## config.mk

```make
export PLATFORM = sky130hd
export DESIGN_NAME = dvp_capture_crop
export DESIGN_NICKNAME = d
export VERILOG_FILES = /design/src/rtl/dvp_capture_crop.sv
export SDC_FILE = /design/constraint.sdc
export NUM_CORES = 1
export LEC_CHECK = 0
export BUFFER_PORTS_ARGS = -buffer_cell sky130_fd_sc_hd__buf_4
export CORE_MARGIN = 5
export CORE_UTILIZATION = 60
export DETAILED_ROUTE_END_ITERATION = 8
export PLACE_DENSITY = 0.81
export SLEW_MARGIN = 20
export SYNTH_ARGS = -nofsm -noshare
export SYNTH_HDL_FRONTEND = slang
export SYNTH_SLANG_ARGS = --single-unit
```

## constraint.sdc

```tcl
create_clock -name clk -period 4.6 [get_ports clk]
set_input_delay 0.23 -clock clk [delete_from_list [all_inputs] [get_ports clk]]
set_output_delay 0.23 -clock clk [all_outputs]
set_load 0.01 [all_outputs]
```

## src/rtl/dvp_capture_crop.sv

```systemverilog
// DVP camera capture: oversamples the sensor bus in the system clock domain,
// assembles multi-byte pixels and emits a cropped, decimated pixel stream.
module dvp_capture_crop #(
   parameter int DATA_W        = 8,
   parameter int BYTES_PER_PIX = 2,
   parameter int CNT_W         = 12,
   parameter int SKIP_FRAMES   = 10,
   parameter int MSB_FIRST     = 1,
   localparam int OUT_W        = DATA_W * BYTES_PER_PIX
) (
   input  logic              clk,
   input  logic              rst_n,
   input  logic              i_pclk,
   input  logic [DATA_W-1:0] i_data,
   input  logic              i_href,
   input  logic              i_vsync,
   input  logic              i_en,
   input  logic [CNT_W-1:0]  i_crop_x0,
   input  logic [CNT_W-1:0]  i_crop_y0,
   input  logic [CNT_W-1:0]  i_crop_w,
   input  logic [CNT_W-1:0]  i_crop_h,
   input  logic [3:0]        i_decim,
   input  logic              i_fifo_full,
   output logic [OUT_W-1:0]  o_data,
   output logic              o_data_vld,
   output logic              o_sof,
   output logic              o_eol,
   output logic              o_frame_active,
   output logic              o_overflow,
   output logic [15:0]       o_frame_cnt
);

   localparam int BCW = 3;
   localparam int SKW = 16;
   localparam logic [BCW-1:0]   LAST_BYTE = BCW'(BYTES_PER_PIX - 1);
   localparam logic [BCW-1:0]   BYTE_ONE  = BCW'(1);
   localparam logic [SKW-1:0]   SKIP_LAST = SKW'(SKIP_FRAMES - 1);
   localparam logic [SKW-1:0]   SKIP_ONE  = SKW'(1);
   localparam logic [CNT_W-1:0] CNT_ONE   = CNT_W'(1);
   localparam logic [CNT_W:0]   EXT_ONE   = (CNT_W+1)'(1);

   typedef enum logic [2:0] {IDLE, SKIP, ARM, CAPTURE, DROP} state_t;

   state_t state_q, state_d;

   logic [1:0]        pclk_sync, href_sync, vsync_sync;
   logic [DATA_W-1:0] data_s1, data_s;
   logic              pclk_d, href_d, vsync_d;
   logic              pclk_s, href_s, vsync_s;
   logic              byte_evt, href_rise, href_fall, frame_start, frame_end;

   logic [SKW-1:0]    skip_cnt;
   logic [3:0]        decim_cnt, decim_sh;
   logic [CNT_W-1:0]  x0_sh, y0_sh, w_sh, h_sh;

   logic [BCW-1:0]    byte_cnt, cnt_base, byte_pos;
   logic [OUT_W-1:0]  asm_q, asm_nxt;
   logic              take_byte, pix_done;

   logic [CNT_W-1:0]  x_cnt, y_cnt;
   logic              line_has_pix, sof_pend;
   logic [CNT_W:0]    x_ext, y_ext, x_hi, y_hi;
   logic              in_x, in_y, kept, last_x;

   // All four DVP signals share the same two-flop synchroniser depth so that
   // href, vsync and data stay aligned with the detected pclk edge.
   always_ff @(posedge clk) begin
      if (!rst_n) begin
         pclk_sync  <= '0;
         href_sync  <= '0;
         vsync_sync <= '0;
         data_s1    <= '0;
         data_s     <= '0;
         pclk_d     <= 1'b0;
         href_d     <= 1'b0;
         vsync_d    <= 1'b0;
      end else begin
         pclk_sync  <= {pclk_sync[0], i_pclk};
         href_sync  <= {href_sync[0], i_href};
         vsync_sync <= {vsync_sync[0], i_vsync};
         data_s1    <= i_data;
         data_s     <= data_s1;
         pclk_d     <= pclk_sync[1];
         href_d     <= href_sync[1];
         vsync_d    <= vsync_sync[1];
      end
   end

   assign pclk_s      = pclk_sync[1];
   assign href_s      = href_sync[1];
   assign vsync_s     = vsync_sync[1];
   assign byte_evt    = pclk_s & ~pclk_d;
   assign href_rise   = href_s & ~href_d;
   assign href_fall   = ~href_s & href_d;
   assign frame_start = ~vsync_s & vsync_d;
   assign frame_end   = vsync_s & ~vsync_d;

   always_ff @(posedge clk) begin
      if (!rst_n) state_q <= IDLE;
      else        state_q <= state_d;
   end

   // Capture sequencing: skip the first frames after enable, then pick
   // captured or dropped frames at each frame start via the decimator.
   always_comb begin
      state_d = state_q;
      case (state_q)
         IDLE:    if (i_en && vsync_s) state_d = (SKIP_FRAMES == 0) ? ARM : SKIP;
         SKIP:    if (frame_start && skip_cnt == SKIP_LAST) state_d = ARM;
         ARM:     if (frame_start) state_d = (decim_cnt == 4'd0) ? CAPTURE : DROP;
         CAPTURE: if (frame_end) state_d = ARM;
         DROP:    if (frame_end) state_d = ARM;
         default: state_d = IDLE;
      endcase
      if (!i_en) state_d = IDLE;
   end

   // Byte placement: the first byte of a pixel lands in the top lane when
   // MSB_FIRST is set, otherwise in the bottom lane.
   always_comb begin
      cnt_base  = href_rise ? '0 : byte_cnt;
      byte_pos  = (MSB_FIRST != 0) ? (LAST_BYTE - cnt_base) : cnt_base;
      take_byte = byte_evt && href_s;
      pix_done  = take_byte && (cnt_base == LAST_BYTE);
      asm_nxt   = asm_q;
      for (int b = 0; b < BYTES_PER_PIX; b++) begin
         if (byte_pos == BCW'(b)) asm_nxt[b*DATA_W +: DATA_W] = data_s;
      end
   end

   // Window bounds are evaluated one bit wider so x0+w never wraps.
   always_comb begin
      x_ext  = {1'b0, x_cnt};
      y_ext  = {1'b0, y_cnt};
      x_hi   = {1'b0, x0_sh} + {1'b0, w_sh};
      y_hi   = {1'b0, y0_sh} + {1'b0, h_sh};
      in_x   = (x_cnt >= x0_sh) && (x_ext < x_hi);
      in_y   = (y_cnt >= y0_sh) && (y_ext < y_hi);
      last_x = ((x_ext + EXT_ONE) == x_hi);
      kept   = pix_done && in_x && in_y && (state_q == CAPTURE) && !frame_end;
   end

   always_ff @(posedge clk) begin
      if (!rst_n) begin
         skip_cnt       <= '0;
         decim_cnt      <= '0;
         decim_sh       <= '0;
         x0_sh          <= '0;
         y0_sh          <= '0;
         w_sh           <= '0;
         h_sh           <= '0;
         byte_cnt       <= '0;
         asm_q          <= '0;
         x_cnt          <= '0;
         y_cnt          <= '0;
         line_has_pix   <= 1'b0;
         sof_pend       <= 1'b0;
         o_data         <= '0;
         o_data_vld     <= 1'b0;
         o_sof          <= 1'b0;
         o_eol          <= 1'b0;
         o_frame_active <= 1'b0;
         o_overflow     <= 1'b0;
         o_frame_cnt    <= '0;
      end else if (!i_en) begin
         skip_cnt       <= '0;
         decim_cnt      <= '0;
         byte_cnt       <= '0;
         asm_q          <= '0;
         x_cnt          <= '0;
         y_cnt          <= '0;
         line_has_pix   <= 1'b0;
         sof_pend       <= 1'b0;
         o_data_vld     <= 1'b0;
         o_sof          <= 1'b0;
         o_eol          <= 1'b0;
         o_frame_active <= 1'b0;
         o_overflow     <= 1'b0;
      end else begin
         o_data_vld     <= 1'b0;
         o_sof          <= 1'b0;
         o_eol          <= 1'b0;
         o_frame_active <= (state_d == CAPTURE);

         if (state_q == IDLE) skip_cnt <= '0;
         else if (state_q == SKIP && frame_start) skip_cnt <= skip_cnt + SKIP_ONE;

         // The decimator advances once per armed frame, using the ratio that
         // was in force when that frame started.
         if (state_q == IDLE) decim_cnt <= '0;
         else if ((state_q == CAPTURE || state_q == DROP) && frame_end)
            decim_cnt <= (decim_cnt >= decim_sh) ? 4'd0 : decim_cnt + 4'd1;

         if (frame_start) begin
            x0_sh    <= i_crop_x0;
            y0_sh    <= i_crop_y0;
            w_sh     <= i_crop_w;
            h_sh     <= i_crop_h;
            decim_sh <= i_decim;
            sof_pend <= 1'b1;
         end

         if (take_byte) begin
            asm_q    <= asm_nxt;
            byte_cnt <= pix_done ? '0 : cnt_base + BYTE_ONE;
         end else if (href_rise || href_fall || frame_start || frame_end) begin
            byte_cnt <= '0;
         end

         if (frame_start || href_fall) x_cnt <= '0;
         else if (pix_done && x_cnt != '1) x_cnt <= x_cnt + CNT_ONE;

         if (frame_start || href_fall) line_has_pix <= 1'b0;
         else if (pix_done) line_has_pix <= 1'b1;

         if (frame_start) y_cnt <= '0;
         else if (href_fall && line_has_pix && y_cnt != '1) y_cnt <= y_cnt + CNT_ONE;

         if (state_q == CAPTURE && frame_end) o_frame_cnt <= o_frame_cnt + 16'd1;

         // A kept pixel that meets a full FIFO is dropped and flagged.
         if (kept) begin
            if (i_fifo_full) begin
               o_overflow <= 1'b1;
            end else begin
               o_data_vld <= 1'b1;
               o_data     <= asm_nxt;
               o_sof      <= sof_pend;
               o_eol      <= last_x;
               sof_pend   <= 1'b0;
            end
         end
      end
   end

endmodule

```

==> flow_summary_export.csv, run 1 <==
group,metric,value,unit
sta,setup_viol_count_final,0,
yosys,synthTopCellsByArea,"dfxtp_1, ha_1, nand2_1",
sta,whs,0.0144,ns
route,vias,8144,
yosys,synth_top_area_share,0.366,
clocking,cts.sinks,182,
finish,drive_gt1_frac,0.129,
yosys,synth_area,9960,um2
route,dr.pass1.iters,5,
worst_setup_path,cp_cell_sequence,"ha_1 > fa_1 > a211oi_1 > o21ai_1 > o31ai_2 > nor2b_1 > o21ai_0 > nand2b_1 > xnor2_1 > ha_1 > a21o_1 > a21oi_1 > nor2_1 > a311oi_1 > o21ai_1 > buf_4 > or3_1 > a21boi_1",
yosys,ys_async_sr_fraction,0,
finish,antenna_cells,0,
worst_setup_path,slowest_stage,"fa_1",
yosys,synth_top_cell_by_area,"dfxtp_1",
finish,final_cell_area,11600,um2
sta,worst_slew_margin_rel,0.327,
yosys,synth_cell_type_count,71,
route,viasPerCell,5.55,
yosys,mappedNetlistNets,1304,
worst_setup_path,endpoint_kind,"register",
finish,nets,1392,
power_and_ir_drop,p_leak,4.64,nW
floorplanning,initial_core_util,0.607,
worst_setup_path,cp.arrival,4.61,ns
worst_setup_path,reg2regPathDepth,18,
worst_setup_path,worst_path_largest_cell_delay,0.44,ns
finish,nFillCells,1271,
sta,fmax,236,MHz
worst_setup_path,cp.depth,18,
placed_design,dpl_cell_area,10900,um2
grt,grt_overflow_total,0,
worst_setup_path,path_max_fanout,32,
route,drtAntennaViolNets,0,
route,drt_first_iter_violations,495,
clocking,insertion_delay,0.44,ns
floorplanning,core_area,16400,um2
floorplanning,die_h,139,um
placed_design,port_buffers,103,
sta,finalSetupTns,0,ns
grt,top_usage_layer,"met2",
sta,min_period_over_period,0.920,
worst_hold_path,hold_class,"in -> reg",
grt,use_met3,0.0462,
yosys,synth-edff-count,0,
sta,maxSlewViolCount,0,
grt,groute.usage.overall,0.229,
finish,area_delta_synth_final,16.7,%
run,maxCapViolCount,0,
sta,tightestPinTransition,1.01,ns
worst_setup_path,crit_buf_inv,1,
grt,antenna_found_initial,0,
clocking,cts_tree,"built",
yosys,synth_area_per_cell,8.68,um2
clocking,postCtsSetupBuffers,0,
grt,grt_use_met1,0.300,
worst_setup_path,critical_path_class,"reg -> reg",
finish,seq_area,3640,um2
finish,multiInputGateArea,5980,um2
clocking,cts-buffers-inserted,17,
worst_setup_path,cp.required,4.97,ns
outcome,outcome,"completed",
worst_setup_path,critical_path.reg2reg.startpoint,"y0_sh[0]",
yosys,syn_inst,1147,
grt,grt_start_max_net_pins,113,
worst_hold_path,worstHoldStart,"i_vsync",
clocking,path_clk_slew,0.08,ns
route,routedWlPerCell,15.3,um
placed_design,gp_congestion,0.859,
worst_setup_path,crit_family,"compound AO/OA/AOI/OAI gates",
power_and_ir_drop,power_density,284,nW/um2
clocking,clockBufferDepth,2,
sta,clock-skew-final,0.0115,ns
power_and_ir_drop,ir_drop,0.000287,V
worst_setup_path,worstSetupStartpoint,"y0_sh[0]",
floorplanning,rows,47,
floorplanning,io_pins,104,
worst_hold_path,hold_path_depth,2,
sta,rsz0062_at_grt,"no",
route,drc,0,
route,drt-total-wl,22500,um
clocking,htreeDepth,4,
sta,period_needed,4.23,ns
grt,grt_pass1_wl,37300,um
placed_design,place.detailed.hpwl,16100,um
grt,grt_use_met2,0.385,
clocking,cts_root_buffer,"clkbuf_16",
worst_setup_path,startpoint_type,"register",
worst_setup_path,ff2ff_setup_slack,0.37,ns
yosys,ys_warn_count,0,
sta,hold_violations,0,
grt,grt_pass1_vias,7778,
yosys,yosysSeqAreaShare,0.366,
floorplanning,die_area,19300,um2
yosys,ys_ff_latch,182,
floorplanning,die_w,139,um
yosys,synthFlopType,"dfxtp_1",
## power by group
part / switching (mW) / total (mW) / leakage, nW / internal [mW]
clock: 0.723 / 1.52 / 0.308 / 0.792
sequential: 0.0106 / 1.60 / 1.47 / 1.59
combinational: 0.0912 / 0.181 / 2.86 / 0.0898
total: 0.825 / 3.30 / 4.64 / 2.47
## final timing paths
path	to
max	o_data[11]
min	vsync_sync[0]
max reg2reg	o_data[11]
min reg2reg	data_s[5]
## layout by cell type, fill, tap and decap left out, types with 6 or more instances in the layout
cell	instances
nor3_1	13
dfxtp_1	182
xor2_1	42
a21oi_1	39
o21bai_1	7
nand3_1	22
nor2_1	94
buf_4	108
a21boi_0	52
nand4_1	17
nand2b_1	13
or3_1	22
mux2i_1	37
a21boi_1	17
inv_1	46
and2_1	45
ha_1	88
a21o_1	8
clkinv_8	6
and3_1	19
xnor2_1	37
nor4_1	7
o21ai_1	10
nand2_1	148
dlygate4sd3_1	10
nor2b_1	14
clkbuf_16	17
o21ai_0	33
## worst reg2reg max path: stages, from the launching register on
cell	delay (ns)
dfxtp_1	0.33
ha_1	0.24
fa_1	0.44
a211oi_1	0.24
o21ai_1	0.16
o31ai_2	0.32
nor2b_1	0.08
o21ai_0	0.15
nand2b_1	0.09
xnor2_1	0.13
ha_1	0.30
a21o_1	0.17
a21oi_1	0.14
nor2_1	0.05
a311oi_1	0.37
o21ai_1	0.16
buf_4	0.25
or3_1	0.38
a21boi_1	0.15
## layout make-up
type                       instances  share of cell area
multi-input combinational        870               0.515
sequential                       182               0.314
timing repair buffer             118              0.0784
clock buffer                      17              0.0366
tap                              220              0.0237
clock inverter                    15              0.0178
inverter                          46              0.0149
## logic make-up (layout without fill, tap and decap cells)
family	count (synthesis)	after routing	share of synthesized area
multiplexers	37	37	0.0372
AND/OR/NAND/NOR	446	446	0.221
AO/OA/AOI/OAI	215	215	0.149
buffers and inverters	95	196	0.0361
flip-flops	182	182	0.366
adder cells (fa/ha/maj)	90	90	0.115
XOR/XNOR	82	82	0.0764
## metal layers
metal,vias to the layer above,wire (um),share of wire
met2,124,10700,0.48
met1,3842,10600,0.47
met4,0,420,0.019
li1,4145,-,-
met3,33,782,0.035
met5,-,0,0
## what timing repair did
| item | CTS | global route |
|---|---|---|
| hold buffers | 10 | 0 |
| setup endpoints to repair | 0 | 5 |
| endpoints found under the hold margin | 10 | 0 |
| gates resized for setup | 0 | 2 |
## through the flow
stage | worst slack (ns) | total power, mW | cells | util
after floorplan | 0.857 | 1.73 | 1147 | -
after global placement | 0.592 | 1.80 | 1426 | 0.662
after detailed placement | 0.439 | 1.81 | 1426 | 0.663
after CTS | 0.331 | 3.31 | 1468 | 0.707
after global routing | 0.0906 | 3.40 | 1468 | 0.708
final | 0.367 | 3.30 | 1468 | 0.708
## sequential cells by signal, indices dropped and copies added (netlist names), 16 cells and up
register	flops
o_data	16
o_frame_cnt	16
asm_q	16
skip_cnt	16
## synth_stat cells, drive strengths merged, types with 2 or more instances
| cell type | count |
|---|---|
| or2 | 4 |
| o21ai | 43 |
| nor2b | 15 |
| inv | 46 |
| nand2 | 150 |
| a21boi | 69 |
| a311oi | 3 |
| o2111ai | 2 |
| a21o | 8 |
| or4 | 2 |
| and3 | 20 |
| and2 | 46 |
| a31oi | 4 |
| xor2 | 42 |
| and4b | 2 |
| nor3b | 2 |
| nor2 | 94 |
| clkbuf | 48 |
| nor3 | 15 |
| o311ai | 3 |
| ha | 88 |
| o21a | 4 |
| o211ai | 5 |
| fa | 2 |
| a2111oi | 3 |
| xnor3 | 3 |
| a221o | 2 |
| nand3b | 4 |
| a21oi | 39 |
| nand4b | 2 |
| o31ai | 3 |
| nand2b | 13 |
| o21bai | 7 |
| nand4 | 17 |
| xnor2 | 37 |
| a211oi | 5 |
| a211o | 3 |
| dfxtp | 182 |
| or3 | 22 |
| mux2i | 37 |
| o311a | 2 |
| nand3 | 23 |
| and4 | 3 |
| nor4 | 8 |
| a41o | 2 |
(Power assumes the default switching activity.)
==> inputs of run 2 (changes only) <==
==> constraint.sdc (replaced) <==
create_clock -name clk -period 4.6 [get_ports clk]
set_input_delay 0.92 -clock clk [delete_from_list [all_inputs] [get_ports clk]]
set_output_delay 0.92 -clock clk [all_outputs]
set_load 0.01 [all_outputs]
==> run 2 against run 1 <==
Effect of this change: non-clock buffer count is 10 lower; final cell count fell by 0.68%; sequential power about the same; via count barely moved; critical path depth unchanged; maximum frequency up 3.9%; die area did not move; power shrank 1.7%; utilization down 0.75 points.
==> flow_summary_export.csv, run 2 (synthesis gave the netlist of run 1 again) <==
group,metric,value,unit
worst_setup_path,r2r-end,"o_data[5]",
power_and_ir_drop,power.share.clock,0.453,
worst_setup_path,cp_cell_sequence,"ha_1 > fa_1 > a211oi_1 > o21ai_1 > o31ai_2 > nor2b_1 > o21ai_0 > nand2b_1 > xnor2_1 > ha_1 > a21o_1 > a21oi_1 > nor2_1 > a311oi_1 > o21ai_1 > buf_4 > or3_1 > a21boi_1",
sta,setup_viol_count_final,0,
route,dr.pass1.iters,5,
worst_setup_path,worst_path_largest_cell_delay,0.43,ns
route,routedWlPerCell,15.1,um
worst_setup_path,slowest_stage,"fa_1",
worst_setup_path,ff2ff_setup_slack,0.53,ns
sta,period_needed,4.07,ns
outcome,outcome,"completed",
grt,antenna_found_initial,0,
clocking,postCtsSetupBuffers,0,
sta,finalSetupTns,0,ns
worst_setup_path,reg2regPathDepth,18,
grt,grt_pass1_wl,36400,um
worst_hold_path,hold_class,"reg -> reg",
clocking,path_clk_slew,0.08,ns
floorplanning,die_h,139,um
finish,area_delta_synth_final,15.4,%
sta,clock-skew-final,0.00702,ns
placed_design,port_buffers,103,
sta,fin_ws,0.527,ns
sta,hold_violations,0,
floorplanning,die_area,19300,um2
power_and_ir_drop,power_density,282,nW/um2
floorplanning,rows,47,
placed_design,dpl_cell_area,10900,um2
sta,fmax,246,MHz
clocking,cts_hold_buf,0,
placed_design,place_ws,0.438,ns
clocking,htreeDepth,4,
route,viasPerCell,5.59,
finish,layout_commonest_cell,"dfxtp_1",
clocking,cts-buffers-inserted,17,
worst_setup_path,critical_path.reg2reg.startpoint,"y0_sh[0]",
clocking,cts_root_buffer,"clkbuf_16",
finish,nFillCells,1323,
placed_design,place.detailed.hpwl,15900,um
clocking,cts_tree,"built",
grt,groute.usage.overall,0.226,
power_and_ir_drop,swShare,0.256,
route,drt_first_iter_violations,554,
route,drc,0,
power_and_ir_drop,p_leak,4.57,nW
sta,maxSlewViolCount,0,
worst_setup_path,worstSetupStartpoint,"y0_sh[0]",
clocking,clockBufferDepth,2,
power_and_ir_drop,p_total,3.24,mW
clocking,insertion_delay,0.44,ns
power_and_ir_drop,p_int,2.41,mW
sta,rsz0062_at_grt,"no",
floorplanning,die_w,139,um
finish,nets,1382,
sta,min_period_over_period,0.885,
power_and_ir_drop,switchingPower,829,uW
clocking,cts.sinks,182,
floorplanning,io_pins,104,
route,drt-total-wl,22000,um
grt,grt_overflow_total,0,
finish,drive_gt1_frac,0.130,
run,maxCapViolCount,0,
placed_design,gp_congestion,0.842,
finish,final_cell_area,11500,um2
route,drtAntennaViolNets,0,
sta,tightestPinTransition,1.02,ns
finish,fin_util,0.700,
route,vias,8150,
worst_setup_path,endpoint_kind,"register",
sta,worst_slew_margin_rel,0.318,
worst_setup_path,cp.arrival,4.45,ns
worst_setup_path,crit_path_end,"o_data[5]",
grt,grt_pass1_vias,7645,
worst_setup_path,critical_path_class,"reg -> reg",
power_and_ir_drop,combPwrFrac,0.053,
power_and_ir_drop,ir_drop,0.000339,V
worst_setup_path,path_max_fanout,32,
floorplanning,initial_core_util,0.607,
grt,grt_start_max_net_pins,113,
worst_setup_path,startpoint_type,"register",
finish,antenna_cells,0,
worst_setup_path,cp.required,4.97,ns
finish,layout_common_cells,"dfxtp_1, nand2_1, buf_4, nor2_1, ha_1",
floorplanning,core_area,16400,um2
power_and_ir_drop,power_frac_seq,0.494,
[run 2: repair_timing]
item                       CTS  global route
setup endpoints to repair    0             6
gates resized for setup      0             2
hold endpoints to repair     0             0
[run 2: layer usage]
layer / vias up / routed length (um) / global-route usage
met1: 3823 / 10300 / 0.298
li1: 4125 / - / -
met3: 45 / 968 / 0.0545
met4: 0 / 507 / 0.0798
met2: 157 / 10200 / 0.363
met5: - / 0 / 0
[run 2: worst min path at each step]
stage                       from  cells past startpoint  slack [ns]           end
floorplan             data_s1[0]                      1        0.41     data_s[0]
global placement    href_sync[0]                      1        0.41  href_sync[1]
detailed placement    data_s1[6]                      1        0.42     data_s[6]
CTS                   data_s1[6]                      1        0.44     data_s[6]
global route          data_s1[6]                      1        0.44     data_s[6]
finish                data_s1[6]                      1        0.43     data_s[6]
[run 2: cell type report]
| class | count | area (um2) | area share |
|---|---|---|---|
| timing repair buffer | 108 | 811 | 0.0705 |
| clock inverter | 15 | 183 | 0.0159 |
| tap | 220 | 275 | 0.0240 |
| multi-input combinational | 870 | 5980 | 0.521 |
| clock buffer | 17 | 425 | 0.0370 |
| sequential | 182 | 3640 | 0.317 |
| inverter | 46 | 173 | 0.0150 |
[run 2: power by group through the flow]
stage               clock network [mW]  logic [mW]  registers (mW)
floorplan                            0       0.100            1.63
finish                            1.47       0.173            1.60
detailed placement                   0       0.171            1.64
global route                      1.55       0.192            1.60
CTS                               1.48       0.172            1.60
global placement                     0       0.168            1.64
[run 2: worst max-delay path: cells and delay by family (launching register included)]
kind	cells	cell delay, ns
adders and majority gates	3	0.95
and+or+nand+nor	4	0.59
DFF	1	0.34
buffers and inverters	1	0.24
xor gates and xnor gates	1	0.12
AOI/OAI and AO/OA	9	1.74
[run 2: metrics by stage]
step / instances / hold slack, ns
final: 1458 / 0.435
after global routing: 1458 / 0.444
after CTS: 1458 / 0.435
after detailed placement: 1426 / 0.417
after global placement: 1426 / 0.415
after floorplan: 1147 / 0.412
==> inputs of run 3 (changes only) <==
--- a/config.mk
+++ b/config.mk
@@ -5,12 +5,12 @@
 export SDC_FILE = /design/constraint.sdc
 export NUM_CORES = 1
 export LEC_CHECK = 0
+export ABC_AREA = 1
 export BUFFER_PORTS_ARGS = -buffer_cell sky130_fd_sc_hd__buf_4
 export CORE_MARGIN = 5
 export CORE_UTILIZATION = 60
 export DETAILED_ROUTE_END_ITERATION = 8
 export PLACE_DENSITY = 0.81
-export SLEW_MARGIN = 20
 export SYNTH_ARGS = -nofsm -noshare
 export SYNTH_HDL_FRONTEND = slang
 export SYNTH_SLANG_ARGS = --single-unit
==> run 3 against run 2 <==
Effect of this change: sequential share of layout area about the same; critical path depth is 3 higher; power rose by 2.3%; register-to-register slack gained 0.39 ns; sequential cell count is the same.
==> flow_summary_export.csv, run 3 <==
group,metric,value,unit
sta,hold_violations,0,
sta,worst_slew_margin_rel,0.300,
sta,rsz0062_at_grt,"no",
grt,groute.usage.overall,0.244,
finish,instances_no_fill,1688,
worst_setup_path,startpoint_type,"register",
yosys,synth_cell_type_count,46,
placed_design,place.detailed.hpwl,16900,um
sta,maxSlewViolCount,0,
yosys,synthTopCellsByArea,"dfxtp_1, nand2_1, ha_1",
clocking,cts_resized,0,
grt,grt_pass1_wl,39800,um
floorplanning,die_h,139,um
route,routedWlPerCell,13.8,um
power_and_ir_drop,ir_drop,0.000270,V
worst_setup_path,ff2ff_setup_slack,0.91,ns
worst_hold_path,hold_path_depth,2,
worst_setup_path,critical_path.reg2reg.startpoint,"x0_sh[0]",
yosys,synth_top_cell_by_area,"dfxtp_1",
route,drc,0,
yosys,ys_ff_latch,182,
placed_design,port_buffers,103,
clocking,cts_hold_buf,0,
sta,finalSetupTns,0,ns
worst_setup_path,worst_path_largest_cell_delay,0.53,ns
outcome,outcome,"completed",
power_and_ir_drop,p_leak,5.15,nW
sta,clock-skew-final,0.0166,ns
sta,fmax,271,MHz
yosys,syn_inst,1366,
worst_setup_path,r2r-end,"o_data[15]",
worst_setup_path,path_max_fanout,32,
route,drt-total-wl,23300,um
worst_setup_path,cp.required,4.93,ns
clocking,clockBufferDepth,2,
yosys,synth-edff-count,0,
floorplanning,die_w,139,um
yosys,synth_area_per_cell,7.29,um2
run,maxCapViolCount,0,
clocking,cts-buffers-inserted,17,
worst_setup_path,cp_common_cell,"nand2_1",
finish,area_delta_synth_final,15.5,%
placed_design,dp.cells,1656,
worst_setup_path,endpoint_kind,"register",
clocking,path_clk_slew,0.08,ns
clocking,insertion_delay,0.43,ns
floorplanning,io_pins,104,
sta,tightestPinTransition,1.05,ns
grt,grt_overflow_total,0,
floorplanning,die_area,19300,um2
floorplanning,core_area,16400,um2
grt,grt_start_max_net_pins,80,
finish,nets,1612,
clocking,cts_root_buffer,"clkbuf_16",
worst_hold_path,hold_class,"reg -> reg",
worst_setup_path,cp.arrival,4.02,ns
route,dr.pass1.iters,7,
worst_setup_path,reg2regPathDepth,21,
finish,antenna_cells,0,
worst_setup_path,cp_cell_sequence,"ha_1 > inv_1 > fa_1 > inv_1 > nand3_2 > nand2_2 > nand2_1 > nand3_1 > nand2_1 > ha_1 > a21oi_1 > or2_2 > nand2_1 > a21oi_1 > nor2_2 > nor2_2 > nand4_4 > nor2_4 > nand2_1 > nand2_1 > nor2_1",
yosys,yosysSeqAreaShare,0.366,
route,viasPerCell,5.32,
floorplanning,rows,47,
power_and_ir_drop,power_density,288,nW/um2
placed_design,gp_congestion,0.886,
sta,setup_viol_count_final,0,
yosys,synthFlopType,"dfxtp_1",
finish,drive_gt1_frac,0.122,
worst_hold_path,hold_path_end,"data_s[1]",
route,drt_first_iter_violations,569,
clocking,postCtsSetupBuffers,0,
grt,antenna_found_initial,0,
sta,period_needed,3.69,ns
yosys,synth.most_common_cell,"nand2_1",
yosys,synth_top_area_share,0.366,
sta,min_period_over_period,0.802,
worst_hold_path,worstHoldStart,"data_s1[1]",
floorplanning,initial_core_util,0.607,
finish,layout_common_cells,"nand2_1, dfxtp_1, inv_1, a21oi_1, nor2_1",
clocking,cts.sinks,182,
clocking,htreeDepth,4,
route,vias,8984,
route,drtAntennaViolNets,0,
finish,layout_commonest_cell,"nand2_1",
yosys,ys_async_sr_fraction,0,
yosys,synth_area,9950,um2
worst_setup_path,critical_path_class,"reg -> reg",
yosys,ys_warn_count,0,
grt,grt_pass1_vias,8717,
yosys,mappedNetlistNets,1523,
yosys,yosys-top-cells-count,"nand2_1, dfxtp_1, inv_1, a21oi_1, nor2_1",
clocking,cts_tree,"built",
worst_setup_path,slowest_stage,"nor2_4",
-- run 3: cell count changes in the layout (fill, tap and decap cells not counted), moves of 23 or more --
cell | before | now
nand2_1 | 148 | 294
inv_1 | 46 | 175
a21oi_1 | 39 | 145
nand3_1 | 22 | 79
a21boi_0 | 52 | 1
and2_1 | 45 | 2
o21ai_0 | 33 | 76
xnor2_1 | 37 | 9
nor2_1 | 94 | 117
-- run 3: worst max-delay path, delay by kind of cell, from the launching register on --
kind / cells / cell delay (ns)
compound gates: 2 / 0.30
fa+ha+maj: 3 / 0.89
simple gates: 14 / 1.83
flops: 1 / 0.36
buf+inv: 2 / 0.17
-- run 3: cells by family (layout without fill, tap and decap cells) --
logic type / after synthesis / in the layout / share of synthesized area
buffers and inverters: 218 / 320 / 0.0846
AOI/OAI and AO/OA: 248 / 248 / 0.131
adders and majority gates: 90 / 90 / 0.115
xor gates and xnor gates: 31 / 31 / 0.0273
DFF: 182 / 182 / 0.366
muxes: 16 / 16 / 0.0161
and+or+nand+nor: 581 / 581 / 0.261
-- run 3: worst max path at each step --
| stage | startpoint | endpoint | slack [ns] | depth (start not counted) |
|---|---|---|---|---|
| 2_1_floorplan | x0_sh[4] | o_data[11] | 1.64 | 21 |
| 3_3_place_gp | x0_sh[4] | o_data[15] | 1.07 | 20 |
| 3_5_place_dp | x0_sh[4] | o_data[15] | 0.98 | 20 |
| 4_1_cts | x0_sh[0] | o_data[8] | 0.86 | 21 |
| 5_1_grt | x0_sh[0] | o_data[10] | 0.51 | 21 |
| 6_report | x0_sh[0] | o_data[15] | 0.91 | 21 |
-- run 3: power breakdown --
group / switching [mW] / internal (mW) / total [mW]
registers: 0.00894 / 1.59 / 1.60
clock network: 0.732 / 0.793 / 1.53
logic: 0.108 / 0.0806 / 0.189
-- run 3: final cells by class --
| class | instances | area (um2) |
|---|---|---|
| multi-input cells | 966 | 5470 |
| clock inverters | 15 | 198 |
| fillers | 1326 | 4910 |
| clock buffers | 17 | 425 |
| inverters | 181 | 679 |
| repair buffers | 107 | 803 |
| flip-flops and latches | 182 | 3640 |
| well taps | 220 | 275 |
-- run 3: routing by layer --
layer | track usage | share of wire
met5 | 0 | 0
met4 | 0.0778 | 0.023
met3 | 0.0631 | 0.048
met2 | 0.410 | 0.47
met1 | 0.309 | 0.46
-- run 3: stage by stage --
stage	instance area (um2)	setup slack (ns)	util	total power, mW	hold slack, ns
detailed placement	10900	0.982	0.663	1.83	0.395
floorplan	9950	1.64	-	1.75	0.390
global placement	10900	1.07	0.663	1.82	0.393
finish	11500	0.913	0.701	3.32	0.414
global route	11500	0.514	0.701	3.43	0.442
CTS	11500	0.865	0.701	3.33	0.415
